**config.mk**
```make
export PLATFORM = sky130hd
export DESIGN_NAME = spi_slave_param
export DESIGN_NICKNAME = d
export VERILOG_FILES = /design/src/rtl/spi_slave_param.sv
export SDC_FILE = /design/constraint.sdc
export NUM_CORES = 1
export LEC_CHECK = 0
export BUFFER_PORTS_ARGS = -buffer_cell sky130_fd_sc_hd__clkbuf_2
export CAP_MARGIN = 0
export CORE_UTILIZATION = 59
export DETAILED_ROUTE_END_ITERATION = 7
export PLACE_DENSITY = 0.93
export RECOVER_POWER = 100
export SLEW_MARGIN = 20
export SYNTH_ARGS = -nofsm -noshare
export SYNTH_HDL_FRONTEND = slang
export SYNTH_SLANG_ARGS = --single-unit
```
**constraint.sdc**
```tcl
create_clock -name clk -period 3.4 [get_ports clk]
set_input_delay 0.17 -clock clk [delete_from_list [all_inputs] [get_ports clk]]
set_output_delay 0.17 -clock clk [all_outputs]
set_load 0.03 [all_outputs]
```
**src/rtl/spi_slave_param.sv**
```systemverilog
// spi_slave_param: parametrised SPI slave (WIDTH bits per word, any CPOL/CPHA,
// MSB- or LSB-first) with one-word TX and RX buffers using valid/ready.
// SCK, SS and MOSI are oversampled by clk through 2-flop synchronisers.
// Optional feature macro: SPI_SLAVE_OVERRUN_EN. When it is defined, a word that
// completes while rx_data is still unconsumed is dropped and the sticky overrun
// flag sets. When it is undefined, the new word overwrites rx_data and overrun
// stays 0.
module spi_slave_param #(
  parameter int WIDTH     = 24,
  parameter int CPOL      = 0,
  parameter int CPHA      = 0,
  parameter int LSB_FIRST = 0
) (
  input  logic             clk,
  input  logic             rst,
  input  logic             ss,
  input  logic             sck,
  input  logic             mosi,
  output logic             miso,
  output logic             miso_oe,
  input  logic [WIDTH-1:0] tx_data,
  input  logic             tx_valid,
  output logic             tx_ready,
  output logic [WIDTH-1:0] rx_data,
  output logic             rx_valid,
  input  logic             rx_ready,
  output logic             busy,
  output logic             overrun
);

  localparam int            CW       = $clog2(WIDTH + 1);
  localparam logic          SCK_IDLE = (CPOL != 0) ? 1'b1 : 1'b0;
  localparam logic [CW-1:0] LAST_BIT = CW'(WIDTH - 1);

  // Bit currently presented on MISO for a given shift register value.
  function automatic logic out_bit(input logic [WIDTH-1:0] v);
    logic b;
    if (LSB_FIRST != 0) b = v[0];
    else                b = v[WIDTH-1];
    return b;
  endfunction

  logic ss_meta_q, ss_meta_d, ss_sync_q, ss_sync_d, ss_prev_q, ss_prev_d;
  logic sck_meta_q, sck_meta_d, sck_sync_q, sck_sync_d, sck_prev_q, sck_prev_d;
  logic mosi_meta_q, mosi_meta_d, mosi_sync_q, mosi_sync_d, mosi_smp_q, mosi_smp_d;
  logic armed_q, armed_d, busy_q, busy_d;
  logic start_stb_q, start_stb_d, stop_stb_q, stop_stb_d;
  logic smp_stb_q, smp_stb_d, shf_stb_q, shf_stb_d;
  logic [WIDTH-1:0] shreg_q, shreg_d, hold_q, hold_d, rx_data_q, rx_data_d;
  logic [CW-1:0]    cnt_q, cnt_d;
  logic hold_full_q, hold_full_d, rx_valid_q, rx_valid_d;
  logic overrun_q, overrun_d, miso_q, miso_d;
  logic sck_lead_s, sck_trail_s, active_s;
  logic load_s, done_s;
  logic [WIDTH-1:0] shifted_s, load_word_s;

  // Front end: synchroniser chains, arming after reset, and SCK/SS event strobes.
  always_comb begin
    ss_meta_d   = ss;
    ss_sync_d   = ss_meta_q;
    ss_prev_d   = ss_sync_q;
    sck_meta_d  = sck;
    sck_sync_d  = sck_meta_q;
    sck_prev_d  = sck_sync_q;
    mosi_meta_d = mosi;
    mosi_sync_d = mosi_meta_q;
    mosi_smp_d  = mosi_sync_q;
    // Nothing is decoded until SS has been seen high since reset.
    armed_d     = armed_q | ss_sync_q;
    active_s    = armed_q & ~ss_sync_q;
    busy_d      = active_s;
    start_stb_d = armed_q & ~ss_sync_q & ss_prev_q;
    stop_stb_d  = armed_q & ss_sync_q & ~ss_prev_q;
    sck_lead_s  = (sck_prev_q == SCK_IDLE) && (sck_sync_q != SCK_IDLE);
    sck_trail_s = (sck_prev_q != SCK_IDLE) && (sck_sync_q == SCK_IDLE);
    if (CPHA != 0) begin
      smp_stb_d = active_s & sck_trail_s;
      shf_stb_d = active_s & sck_lead_s;
    end else begin
      smp_stb_d = active_s & sck_lead_s;
      shf_stb_d = active_s & sck_trail_s;
    end
  end

  // Datapath: shift register, bit counter, word loads, TX holding and RX buffers.
  always_comb begin
    cnt_d       = cnt_q;
    shreg_d     = shreg_q;
    miso_d      = miso_q;
    hold_d      = hold_q;
    hold_full_d = hold_full_q;
    rx_data_d   = rx_data_q;
    rx_valid_d  = rx_valid_q;
    overrun_d   = overrun_q;
    load_s      = 1'b0;
    done_s      = 1'b0;

    if (LSB_FIRST != 0) shifted_s = {mosi_smp_q, shreg_q[WIDTH-1:1]};
    else                shifted_s = {shreg_q[WIDTH-2:0], mosi_smp_q};

    if (hold_full_q) load_word_s = hold_q;
    else             load_word_s = {WIDTH{1'b0}};

    if (stop_stb_q) begin
      // Abort: drop the partial word, keep the shift register contents.
      cnt_d = {CW{1'b0}};
    end else if (start_stb_q) begin
      cnt_d  = {CW{1'b0}};
      load_s = 1'b1;
    end else if (smp_stb_q) begin
      shreg_d = shifted_s;
      if (cnt_q == LAST_BIT) begin
        cnt_d  = {CW{1'b0}};
        done_s = 1'b1;
        load_s = 1'b1;
      end else begin
        cnt_d = cnt_q + CW'(1);
      end
    end else if (shf_stb_q) begin
      miso_d = out_bit(shreg_q);
    end else begin
      cnt_d = cnt_q;
    end

    if (load_s) begin
      shreg_d     = load_word_s;
      hold_full_d = 1'b0;
      if (CPHA == 0) miso_d = out_bit(load_word_s);
      else           miso_d = miso_q;
    end else begin
      hold_full_d = hold_full_q;
    end

    // A write in the same cycle as a load lands after the load has emptied it.
    if (tx_valid && !hold_full_q) begin
      hold_d      = tx_data;
      hold_full_d = 1'b1;
    end else begin
      hold_d = hold_q;
    end

    if (done_s) begin
      if (rx_valid_q && !rx_ready) begin
`ifdef SPI_SLAVE_OVERRUN_EN
        overrun_d = 1'b1;
`else
        rx_data_d = shifted_s;
`endif
      end else begin
        rx_data_d  = shifted_s;
        rx_valid_d = 1'b1;
      end
    end else if (rx_valid_q && rx_ready) begin
      rx_valid_d = 1'b0;
    end else begin
      rx_valid_d = rx_valid_q;
    end
  end

  // State register with synchronous active-high reset.
  always_ff @(posedge clk) begin
    if (rst) begin
      ss_meta_q   <= 1'b0;
      ss_sync_q   <= 1'b0;
      ss_prev_q   <= 1'b0;
      sck_meta_q  <= SCK_IDLE;
      sck_sync_q  <= SCK_IDLE;
      sck_prev_q  <= SCK_IDLE;
      mosi_meta_q <= 1'b0;
      mosi_sync_q <= 1'b0;
      mosi_smp_q  <= 1'b0;
      armed_q     <= 1'b0;
      busy_q      <= 1'b0;
      start_stb_q <= 1'b0;
      stop_stb_q  <= 1'b0;
      smp_stb_q   <= 1'b0;
      shf_stb_q   <= 1'b0;
      shreg_q     <= {WIDTH{1'b0}};
      hold_q      <= {WIDTH{1'b0}};
      rx_data_q   <= {WIDTH{1'b0}};
      cnt_q       <= {CW{1'b0}};
      hold_full_q <= 1'b0;
      rx_valid_q  <= 1'b0;
      overrun_q   <= 1'b0;
      miso_q      <= 1'b0;
    end else begin
      ss_meta_q   <= ss_meta_d;
      ss_sync_q   <= ss_sync_d;
      ss_prev_q   <= ss_prev_d;
      sck_meta_q  <= sck_meta_d;
      sck_sync_q  <= sck_sync_d;
      sck_prev_q  <= sck_prev_d;
      mosi_meta_q <= mosi_meta_d;
      mosi_sync_q <= mosi_sync_d;
      mosi_smp_q  <= mosi_smp_d;
      armed_q     <= armed_d;
      busy_q      <= busy_d;
      start_stb_q <= start_stb_d;
      stop_stb_q  <= stop_stb_d;
      smp_stb_q   <= smp_stb_d;
      shf_stb_q   <= shf_stb_d;
      shreg_q     <= shreg_d;
      hold_q      <= hold_d;
      rx_data_q   <= rx_data_d;
      cnt_q       <= cnt_d;
      hold_full_q <= hold_full_d;
      rx_valid_q  <= rx_valid_d;
      overrun_q   <= overrun_d;
      miso_q      <= miso_d;
    end
  end

  assign miso     = miso_q;
  assign miso_oe  = busy_q;
  assign busy     = busy_q;
  assign tx_ready = ~hold_full_q;
  assign rx_data  = rx_data_q;
  assign rx_valid = rx_valid_q;
  assign overrun  = overrun_q;

endmodule

```
Word-level counts from Yosys, hierarchy flattened
Index checks and enable logic that the tools add are counted.

word-level totals
  bits in registers = 95
  bits in read-only memories = 0
  word-level logic and storage cells = 77
  memories = 0
  RAM bits = 0
  bits in latches = 0
  output and inout bits = 30
  input port bits = 31

cells by class
  magnitude comparators = 0
  bitwise operators = 12
  add/subtract/negate cells = 1
  $mul = 0
  reduce and logical (&&, ||, !) cells = 15
  mux-type cells = 22
  shifts and indexed selects = 0
  div/mod/pow operators = 0
  equal/unequal tests = 5

operators with widths
  cell                                                                     count
  24-bit two-way mux                                                       5
  1-bit two-way mux                                                        16
  2-bit nonzero test                                                       4
  1-bit AND                                                                6
  2-bit by 1-bit inequality test with 1-bit output, second input constant  3
  5-bit by 1-bit adder with 5-bit output, second input constant            1
  5-bit == test, second input constant                                     1
  1-bit logical AND                                                        5
  5-bit two-way mux                                                        1
  1-bit inverter                                                           5
  4-bit AND reduction                                                      1
  3-bit AND reduction                                                      1
  3-bit OR reduction                                                       1
  1-bit zero test                                                          2
  2-bit inequality test, second input constant                             1
  2-bit AND reduction                                                      1
  1-bit bitwise OR                                                         1

Longest topological paths before layout
  depth in word-level cells = 7
  gate-level depth with buffers = 7
  gate-level depth less buffers = 5

Least setup slack after synthesis
Ideal clock, no wire load.

  path kind = register to register
  from = reg cnt_q[0]
  to = reg shreg_q[23]
  required time = 3.312 ns
  arrival = 1.496 ns
  stages on the path, launching flop included = 6
  setup slack = 1.816 ns
  period minus slack after synthesis = 1.584 ns
  setup time = 0.088 ns
  buffers on the path = 0
  cells stage by stage = dfxtp_1 -> ha_1 -> and3_4 -> a21oi_2 -> or4b_4 -> a311oi_2

between the ends
  cells in the longest elaborated chain, start to end = 7
  elaborated cells on any way between the ends = 10
  those cells by class = eq/ne: 3; mux: 5; reduce/logical: 2

RTL lines
  element                                                                                           line  source
  start, declared                                                                                   50    logic [CW-1:0] cnt_q, cnt_d;
  start signal, assigned                                                                            181   cnt_q <= {CW{1'b0}};
  start signal, assigned                                                                            205   cnt_q <= cnt_d;
  5-bit == test *                                                                                   112   if (cnt_q == LAST_BIT) begin
  1-bit two-way mux *                                                                               112
  1-bit two-way mux *                                                                               110   end else if (smp_stb_q) begin
  1-bit two-way mux *                                                                               107   end else if (start_stb_q) begin
  1-bit two-way mux *                                                                               104   if (stop_stb_q) begin
  2-bit by 1-bit inequality test with 1-bit output (no line) or 2-bit nonzero test (tied branches)  n/a
  3-bit AND reduction (no line)                                                                     n/a
  end signal, assigned                                                                              178   shreg_q <= {WIDTH{1'b0}};
  end signal, assigned                                                                              202   shreg_q <= shreg_d;
  end, declared                                                                                     49    logic [WIDTH-1:0] shreg_q, shreg_d, hold_q, hold_d, rx_data_q, rx_data_d;

Every way passes the cells marked *; elsewhere a longest branch is shown, timed or not.
A chain may end at the register's enable or synchronous reset.

Final worst setup path
  from = reg hold_full_q
  to = reg hold_q[13]

between the ends
  cells in the longest elaborated chain, start to end = 2

RTL lines
  element                 line  source
  start, declared         51    logic hold_full_q, hold_full_d, rx_valid_q, rx_valid_d;
  start signal, assigned  206   hold_full_q <= hold_full_d;
  1-bit zero test         135   if (tx_valid && !hold_full_q) begin
  1-bit logical AND       135
  end signal, assigned    179   hold_q <= {WIDTH{1'b0}};
  end signal, assigned    203   hold_q <= hold_d;
  end, declared           49

Every way passes these cells.

==> impl_metrics.env <==
export IMPL_status="complete, but fails checks"
export IMPL_failed_checks="max-capacitance violations, max-slew violations"
export IMPL_ys_top_cells_by_area="dfxtp_1, nand2_1, a2111oi_2, a21oi_1, nor2_1"
export IMPL_hold_viol_final=0
export IMPL_ff2ff_setup_slack_ps=890
export IMPL_synth_avg_cell_area_um2=8.67
export IMPL_crit_buf_inv=2
export IMPL_synth_top_area_share_pct=51.5
export IMPL_seq_area_frac_synth_pct=51.5
export IMPL_switching_share_pct=22.8
export IMPL_p_int_mw=1.51
export IMPL_io_pins=61
export IMPL_hp_class="in2reg"
export IMPL_reg2reg_to="hold_q[13]$_SDFFE_PP0P_"
export IMPL_ys_ff_latch=95
export IMPL_synth_area_um2=3690
export IMPL_layout_setup_ws_ps=895
export IMPL_crit_chain="clkbuf_1 > inv_1 > nand2_1 > nand2_1 > a21oi_1"
export IMPL_setup_viol=0
export IMPL_dp_slack_ps=1160
export IMPL_clk_path_buf_depth=2
export IMPL_p_switching_mw=0.445
export IMPL_synth_cell_types=41
export IMPL_layout_nets=502
export IMPL_rsz0062_at_grt="no"
export IMPL_hpwl_um=5220
export IMPL_dieHeight_um=81.1
export IMPL_period_share_pct=73.7
export IMPL_cp_max_fo=25
export IMPL_yosys_warnings=0
export IMPL_gr_usage_all_layers_pct=24.9
export IMPL_cts_buffers=9
export IMPL_crit_family="buffers and inverters"
export IMPL_end_kind="register"
export IMPL_crit_type="reg2reg"
export IMPL_async_flop_share_pct=0
export IMPL_cts_max_level=3
export IMPL_cts_tree="done"
export IMPL_min_to="mosi_meta_q$_SDFF_PP0_"
export IMPL_r2r_cells=5
export IMPL_drt_iter0_markers=376
export IMPL_gr_total_overflow=0
export IMPL_synth_edf_count=0
export IMPL_antenna_cells=0
export IMPL_drive_above_1_share_pct=11.6
export IMPL_finalClockSkew_ps=6.46
export IMPL_rows=28
export IMPL_ir_worst_vdd_mv=0.234
export IMPL_fp_coreArea_um2=5990
export IMPL_first_pass_iters=5
export IMPL_seqPwrFrac_pct=59.1
export IMPL_tns_ps=0
export IMPL_worstSkewPairLatency_ps=360
export IMPL_grt_max_degree=41
export IMPL_grt_pass1_vias=2649
export IMPL_p_total_mw=1.95
export IMPL_fin_cells=548
export IMPL_clkTransAtPathRegs_ps=90
export IMPL_root_buffer="clkbuf_8"
export IMPL_start_kind="register"
export IMPL_die_w_um=81.1
export IMPL_vias_per_cell=5.54
export IMPL_grt_pass1_wl_um=12400
export IMPL_p_leak_nw=1.44
export IMPL_antenna_left=0
export IMPL_dp_cells=534
export IMPL_start_util_pct=61.6
export IMPL_slowest_stage="clkbuf_1"
export IMPL_io_buffers=59
export IMPL_synth_cells=426
export IMPL_max_cap_violations=2
export IMPL_hold_buffers=0
export IMPL_pwr_share_comb_pct=5.4
export IMPL_syn_num_nets=458
export IMPL_cts_resized_gates=0
export IMPL_die_area_um2=6580
export IMPL_cts_setup_buffers=0
export IMPL_antenna_found_initial=0
export IMPL_finalCriticalPeriod_ps=2510
export IMPL_fmax_ghz=0.399
export IMPL_yosysTopAreaCell="dfxtp_1"
export IMPL_fillers=482
export IMPL_synth_flop_cell="dfxtp_1"
export IMPL_cp_required_ps=3670
export IMPL_wire_per_inst_um=13.8
export IMPL_hp_start="mosi"
export IMPL_tightest_slew_ps=1630
export IMPL_cpMostUsedCell="nand2_1"
export IMPL_pwr_share_clk_pct=35.5
export IMPL_cts_sinks=95
export IMPL_place_congestion=0.817
export IMPL_drc=0
export IMPL_final_max_slew_violation_count=78
export IMPL_drt_wl_total_um=7560
export IMPL_slowest_delay_ps=790
export IMPL_crit_arrival_ps=2780
export IMPL_r2r_start="hold_full_q$_SDFFE_PP0P_"
export IMPL_vias=3036
export IMPL_whs_path_depth=2
export IMPL_relSlewSlack_pct=-8.76
export IMPL_area_growth_pct=7.08
export IMPL_powerDensity_nw_per_um2=494
## layout by cell type, fill, tap and decap left out, types with 2 or more instances in the layout
cell type and count:
nand2_1 124, dfxtp_1 95, nor2_1 55, a21oi_1 51, clkbuf_1 33, clkbuf_2 30, a2111oi_0 19, nor2b_1 10
clkbuf_8 9, inv_1 3, nand2b_1 3, a2111oi_2 3, nor3b_1 3, and3_1 2, nand3_1 2, xor2_1 2
nor3_1 2, clkinv_2 2, buf_4 2
## logic make-up (layout without fill, tap and decap cells)
family,after synthesis,count (layout),synth area share [%]
mux,2,2,0.576
fa+ha+maj,1,1,0.339
other cells,1,1,0.102
buf+inv,34,81,5.15
compound gates,80,80,17.7
xor+xnor,3,3,0.712
simple gates,210,210,24.0
flops,95,95,51.5
## stage by stage
stage,util (%),area (µm²),hold slack [ps]
floorplan,-,3690,249
global placement,65.8,3940,381
detailed placement,65.8,3940,382
CTS,68.7,4120,5.41
global route,66.0,3950,17.4
finish,66.0,3950,12.2
## state kept, by name, indices dropped and copies added (netlist names), 5 cells and up
signal   flops
rx_data     24
cnt_q        5
shreg_q     24
hold_q      24
## how the worst max path moves through the flow
stage | start | cells past startpoint | end
after global placement | cnt_q[0]$_SDFFE_PP0P_ | 5 | shreg_q[18]$_SDFFE_PP0P_
after floorplan | cnt_q[0]$_SDFFE_PP0P_ | 5 | shreg_q[23]$_SDFFE_PP0P_
final | hold_full_q$_SDFFE_PP0P_ | 5 | hold_q[13]$_SDFFE_PP0P_
after global routing | hold_full_q$_SDFFE_PP0P_ | 5 | hold_q[13]$_SDFFE_PP0P_
after CTS | cnt_q[0]$_SDFFE_PP0P_ | 5 | shreg_q[17]$_SDFFE_PP0P_
after detailed placement | smp_stb_q$_SDFF_PP0_ | 4 | shreg_q[17]$_SDFFE_PP0P_
## routing by layer
metal  vias to the layer above  GRT usage (%)  routed length (µm)
li1                       1499              -                   -
met1                      1394           34.2                3390
met2                       117           36.7                3460
met3                        26           5.28                 483
met4                         0           12.5                 227
met5                         -              0                   0
## cells in the mapped netlist (2+ instances only)
| cell type | number |
|---|---|
| a21oi_1 | 51 |
| nor3b_1 | 3 |
| nand2_1 | 124 |
| buf_6 | 5 |
| clkbuf_1 | 14 |
| a2111oi_0 | 2 |
| buf_2 | 2 |
| dfxtp_1 | 95 |
| nand3_1 | 2 |
| nand2b_1 | 3 |
| inv_1 | 3 |
| buf_4 | 6 |
| xor2_1 | 2 |
| nor2b_1 | 10 |
| nor2_1 | 55 |
| a2111oi_2 | 20 |
| buf_1 | 4 |
| nor3_1 | 2 |
## power by group through the flow
stage | clock network [mW] | registers (mW) | logic (mW)
6_report | 0.692 | 1.15 | 0.105
5_1_grt | 0.749 | 1.16 | 0.119
4_1_cts | 0.696 | 1.15 | 0.113
3_5_place_dp | 0 | 1.18 | 0.112
3_3_place_gp | 0 | 1.18 | 0.109
2_1_floorplan | 0 | 1.18 | 0.0793
## worst reg2reg max path, stage by stage, from the launching register on
cell	delay, ps
dfxtp_1	310
clkbuf_1	790
inv_1	290
nand2_1	690
nand2_1	150
a21oi_1	190
## area by class of cell
class                   count  area [µm²]  area share, %
inverters                   3        11.3          0.285
flip-flops and latches     95        1900           48.1
well taps                  75        93.8           2.37
clock buffers              10         128           3.23
multi-input cells         297        1490           37.6
clock inverters             4        48.8           1.23
repair buffers             64         285           7.22
(Power assumes the default switching activity.)
